## config.mk

```make
export PLATFORM = sky130hd
export DESIGN_NAME = relu2_seq
export DESIGN_NICKNAME = d
export VERILOG_FILES = /design/src/rtl/relu2_seq.sv
export SDC_FILE = /design/constraint.sdc
export NUM_CORES = 1
export LEC_CHECK = 0
export CAP_MARGIN = 20
export CORE_MARGIN = 2
export CORE_UTILIZATION = 25
export CTS_BUF_LIST = sky130_fd_sc_hd__clkbuf_16
export DETAILED_ROUTE_END_ITERATION = 16
export HOLD_SLACK_MARGIN = 0.08
export PLACE_DENSITY = 0.46
export SETUP_SLACK_MARGIN = 0.15
export SLEW_MARGIN = 15
export SYNTH_ARGS = -nofsm -noshare
export SYNTH_HDL_FRONTEND = slang
export SYNTH_SLANG_ARGS = --single-unit
```

## constraint.sdc

```tcl
create_clock -name clk -period 3.6 [get_ports clk]
set_clock_uncertainty 0.05 [all_clocks]
set_input_delay 0.36 -clock clk [delete_from_list [all_inputs] [get_ports clk]]
set_output_delay 0.36 -clock clk [all_outputs]
set_load 0.02 [all_outputs]
```

## src/rtl/relu2_seq.sv

```systemverilog
// relu2_seq: sweeps the conv2 result buffer through the relu2 stage one element
// at a time and writes each activation to the pool2 buffer, counting non-zero outputs.
module relu2_seq #(
  parameter int DATA_W  = 30,
  parameter int N_ELEM  = 1600,
  parameter int ADDR_W  = 11,
  parameter int TIMEOUT = 15
) (
  input  logic              clk,
  input  logic              rst_n,
  input  logic              start,
  output logic              busy,
  output logic              done,
  output logic              error,
  output logic [ADDR_W:0]   pos_cnt,
  output logic              rd_en,
  output logic [ADDR_W-1:0] rd_addr,
  input  logic [DATA_W-1:0] rd_data,
  output logic              relu_enable,
  output logic [DATA_W-1:0] relu_in,
  input  logic [DATA_W-1:0] relu_out,
  input  logic              relu_done,
  output logic              wr_en,
  output logic [ADDR_W-1:0] wr_addr,
  output logic [DATA_W-1:0] wr_data
);

  localparam int TMO_W = $clog2(TIMEOUT + 1);

  typedef enum logic [2:0] {
    S_IDLE,
    S_RD,
    S_RDW,
    S_RUN,
    S_WB,
    S_FIN
  } state_t;

  state_t              state_q, state_d;
  logic [ADDR_W-1:0]   idx_q, idx_d;
  logic [TMO_W-1:0]    tmo_q, tmo_d;
  logic                busy_q, busy_d;
  logic                done_q, done_d;
  logic                error_q, error_d;
  logic [ADDR_W:0]     pos_cnt_q, pos_cnt_d;
  logic                rd_en_q, rd_en_d;
  logic [ADDR_W-1:0]   rd_addr_q, rd_addr_d;
  logic                relu_enable_q, relu_enable_d;
  logic [DATA_W-1:0]   relu_in_q, relu_in_d;
  logic                wr_en_q, wr_en_d;
  logic [ADDR_W-1:0]   wr_addr_q, wr_addr_d;
  logic [DATA_W-1:0]   wr_data_q, wr_data_d;

  always_ff @(posedge clk or negedge rst_n) begin
    if (!rst_n) begin
      state_q       <= S_IDLE;
      idx_q         <= '0;
      tmo_q         <= '0;
      busy_q        <= 1'b0;
      done_q        <= 1'b0;
      error_q       <= 1'b0;
      pos_cnt_q     <= '0;
      rd_en_q       <= 1'b0;
      rd_addr_q     <= '0;
      relu_enable_q <= 1'b0;
      relu_in_q     <= '0;
      wr_en_q       <= 1'b0;
      wr_addr_q     <= '0;
      wr_data_q     <= '0;
    end else begin
      state_q       <= state_d;
      idx_q         <= idx_d;
      tmo_q         <= tmo_d;
      busy_q        <= busy_d;
      done_q        <= done_d;
      error_q       <= error_d;
      pos_cnt_q     <= pos_cnt_d;
      rd_en_q       <= rd_en_d;
      rd_addr_q     <= rd_addr_d;
      relu_enable_q <= relu_enable_d;
      relu_in_q     <= relu_in_d;
      wr_en_q       <= wr_en_d;
      wr_addr_q     <= wr_addr_d;
      wr_data_q     <= wr_data_d;
    end
  end

  // Outputs are registered, so each strobe is set on entry to the state that owns it.
  always_comb begin
    state_d       = state_q;
    idx_d         = idx_q;
    tmo_d         = tmo_q;
    busy_d        = busy_q;
    done_d        = 1'b0;
    error_d       = error_q;
    pos_cnt_d     = pos_cnt_q;
    rd_en_d       = 1'b0;
    rd_addr_d     = rd_addr_q;
    relu_enable_d = relu_enable_q;
    relu_in_d     = relu_in_q;
    wr_en_d       = 1'b0;
    wr_addr_d     = wr_addr_q;
    wr_data_d     = wr_data_q;

    case (state_q)
      S_IDLE: begin
        if (start) begin
          state_d   = S_RD;
          idx_d     = '0;
          pos_cnt_d = '0;
          error_d   = 1'b0;
          busy_d    = 1'b1;
          rd_en_d   = 1'b1;
          rd_addr_d = '0;
        end
      end
      S_RD: begin
        state_d = S_RDW;
      end
      S_RDW: begin
        relu_in_d     = rd_data;
        relu_enable_d = 1'b1;
        tmo_d         = '0;
        state_d       = S_RUN;
      end
      S_RUN: begin
        if (relu_done) begin
          wr_data_d     = relu_out;
          wr_addr_d     = idx_q;
          wr_en_d       = 1'b1;
          relu_enable_d = 1'b0;
          if (relu_out != '0) begin
            pos_cnt_d = pos_cnt_q + 1'b1;
          end
          state_d = S_WB;
        end else if (tmo_q == TMO_W'(TIMEOUT - 1)) begin
          // Timed-out element is abandoned: no write, idx and pos_cnt frozen.
          error_d       = 1'b1;
          relu_enable_d = 1'b0;
          done_d        = 1'b1;
          busy_d        = 1'b0;
          state_d       = S_FIN;
        end else begin
          tmo_d = tmo_q + 1'b1;
        end
      end
      S_WB: begin
        if (idx_q == ADDR_W'(N_ELEM - 1)) begin
          done_d  = 1'b1;
          busy_d  = 1'b0;
          state_d = S_FIN;
        end else begin
          idx_d     = idx_q + 1'b1;
          rd_en_d   = 1'b1;
          rd_addr_d = idx_q + 1'b1;
          state_d   = S_RD;
        end
      end
      S_FIN: begin
        state_d = S_IDLE;
      end
      default: begin
        state_d = S_IDLE;
      end
    endcase
  end

  assign busy        = busy_q;
  assign done        = done_q;
  assign error       = error_q;
  assign pos_cnt     = pos_cnt_q;
  assign rd_en       = rd_en_q;
  assign rd_addr     = rd_addr_q;
  assign relu_enable = relu_enable_q;
  assign relu_in     = relu_in_q;
  assign wr_en       = wr_en_q;
  assign wr_addr     = wr_addr_q;
  assign wr_data     = wr_data_q;

endmodule
```

==> flow_summary.ini <==
[die]
core_mm2 = 0.01802
chipWidth_um = 139.6
die_h_um = 139.6
num_io_pins = 164
dieArea_mm2 = 0.01948
start_util_pct = 25.50
row_count = 49

[clock_network]
clk_latency_ns = 0.34
cts_made_buffers = 9
cts_tree = done
cts_htree_levels = 3
post_cts_buffers = 0
cts_max_path_buffers = 2
path_clk_slew_ns = 0.07
clock-root-buffer = clkbuf_16
cts-hold-fix-buffers = 0
cts.sinks = 107
cts.repair.resized = 0

[critical_path]
critPathCaptureType = register
worstSetupStartpointType = register
critPathMaxFanout = 14
cp.arrival_ns = 2.44
r2r-start = state_q[0]
worst_r2r_path_depth = 5
path_class = reg -> reg
cp.required_ns = 3.76
crit_start = state_q[0]

[run]
maxCapViolations = 0

[routing]
detailedRoute.firstPassIterationCount = 5
vias = 3485
first_iter_violations = 133
drc_errors = 0
ant_nets = 0
wl_mm = 11.79
vias_per_cell = 4.640
wl_per_cell_um = 15.70

[synth]
ys_async_sr_fraction_pct = 100.0
ys_seq_area_share_pct = 58.26
syn_inst = 355
synth_area_per_cell_um2 = 12.95
yosys_warnings = 0
synth_fp_nets = 423
ys_seq_elements = 107
synthDistinctLibCells = 51
synthesis.area_mm2 = 0.004596
synth_top_flop_cell = dfrtp_1
synth_edf_count = 0

[timing]
drv_slew = 0
slew-limit-headroom_pct = 46.49
final.min_clock_period_ns = 2.279
finalCritPeriodShare_pct = 63.31
rsz0062_at_grt = no
hold_viol = 0
tns_ns = 0
worst_pin_slew_ns = 0.8027
max_clock_freq_mhz = 438.8
finalSetupViolations = 0

[pwr]
power_density_mw_per_mm2 = 836.6
totalPowerFinal_mw = 5.628
vdd_drop_max_v = 0.0003813
power_leakage_nw = 2.758

[global_routing]
use_met1_pct = 16.26
grt.busiest_layer = met2
grt_pass1_vias = 3601
grt_start_max_net_pins = 64
grtUsageMet2_pct = 18.91
antenna_found_initial = 0
grtUsageMet3_pct = 4.577
grt_use_total_pct = 12.48
grt_pass1_wl_mm = 19.35
grt_overflow = 0

[hold_path]
min_path_type = in -> async

[cells_and_area]
diodes = 0
final_nets = 587
final_common_cell = clkdlybuf4s50_1
drive_gt1_share_pct = 19.35
final_core_util_pct = 37.32
nFillCells = 1799
mostFrequentLayoutCells = 162 x clkdlybuf4s50_1, 107 x dfrtp_1, 71 x mux2_2
instances_no_fill = 751
syn_to_final_growth_pct = 46.39

[place]
dp_hpwl_mm = 8.606
io_buffer_count = 163
dp_cells = 737
gp_congestion = 0.7737

[outcome]
status = finished clean
==> synthesized netlist by cell type (4+ instances only) <==
master	n	share of area, %
dfrtp_1	107	58
mux2_2	71	17
nand2_1	28	2.3
nand3_1	15	1.6
nor2_1	12	0.98
o21ai_0	12	1.3
nand4_1	10	1.4
nor4_1	9	1.2
xor2_1	8	1.5
a21oi_1	6	0.65
nor3_1	6	0.65
inv_1	5	0.41
and3_1	4	0.54
buf_1	4	0.33
ha_1	4	1.1
or4_1	4	0.65
==> state kept, by name (all words and copies together), names as in the netlist <==
signal       flops
tmo_q            4
pos_cnt         12
relu_enable      1
error            1
wr_en            1
rd_en            1
wr_addr         11
done             1
relu_in         30
rd_addr         11
busy             1
wr_data         30
state_q          3
==> worst max-delay path: stages, from the launching register on <==
cell	delay [ns]
dfrtp_1	0.55
or4b_1	0.82
nand2_1	0.23
nand3_1	0.09
o311ai_0	0.28
o41ai_1	0.12
==> cells by family (layout without fill, tap and decap cells) <==
family | count (synthesis) | in the layout | synth area share, %
AND/OR/NAND/NOR | 105 | 105 | 13.12
AO/OA/AOI/OAI | 39 | 39 | 6.099
flip-flops | 107 | 107 | 58.26
multiplexers | 72 | 72 | 17.62
buffers and inverters | 20 | 187 | 2.287
XOR/XNOR | 8 | 8 | 1.525
adder cells (fa/ha/maj) | 4 | 4 | 1.089
==> metrics by stage <==
step                      setup WS, ns  hold slack (ns)  instance area [um2]
after floorplan                  1.809          0.01441                 4596
after global placement           1.102           0.4183                 6469
after detailed placement         1.068           0.4231                 6469
after CTS                        1.300          0.08434                 6728
after global routing             1.047           0.1188                 6728
final                            1.321          0.05395                 6728
==> final timing paths <==
kind	to	slack (ns)
hold reg to reg	relu_enable	0.43
min in group clk	relu_enable	0.43
hold / removal	wr_data[14]	0.05
setup / recovery	pos_cnt[8]	1.32
max in group asynchronous	rd_addr[10]	2.55
setup reg to reg	pos_cnt[8]	1.32
==> area by class of cell <==
cell class / instances / area, um2 / area share (%)
Clock inverter: 5 / 33.78 / 0.5021
Timing Repair Buffer: 168 / 1667 / 24.77
Clock buffer: 9 / 225.2 / 3.348
Sequential cell: 107 / 2678 / 39.80
Tap cell: 229 / 286.5 / 4.259
Multi-Input combinational cell: 228 / 1819 / 27.04
Inverter: 5 / 18.77 / 0.2790
==> layer usage <==
layer	up-vias	wire length, um
li1	1636	-
met4	0	176
met5	-	0
met2	114	5401
met1	1722	5231
met3	13	979
==> report_power, final <==
part | total, mW | switching (mW) | leakage, nW | internal, mW
Combinational | 2.66 | 1.26 | 1.29 | 1.40
Clock | 0.895 | 0.434 | 0.129 | 0.461
Sequential | 2.08 | 0.378 | 1.34 | 1.70
Total | 5.63 | 2.07 | 2.76 | 3.56
Power figures use the tool's default switching activity.
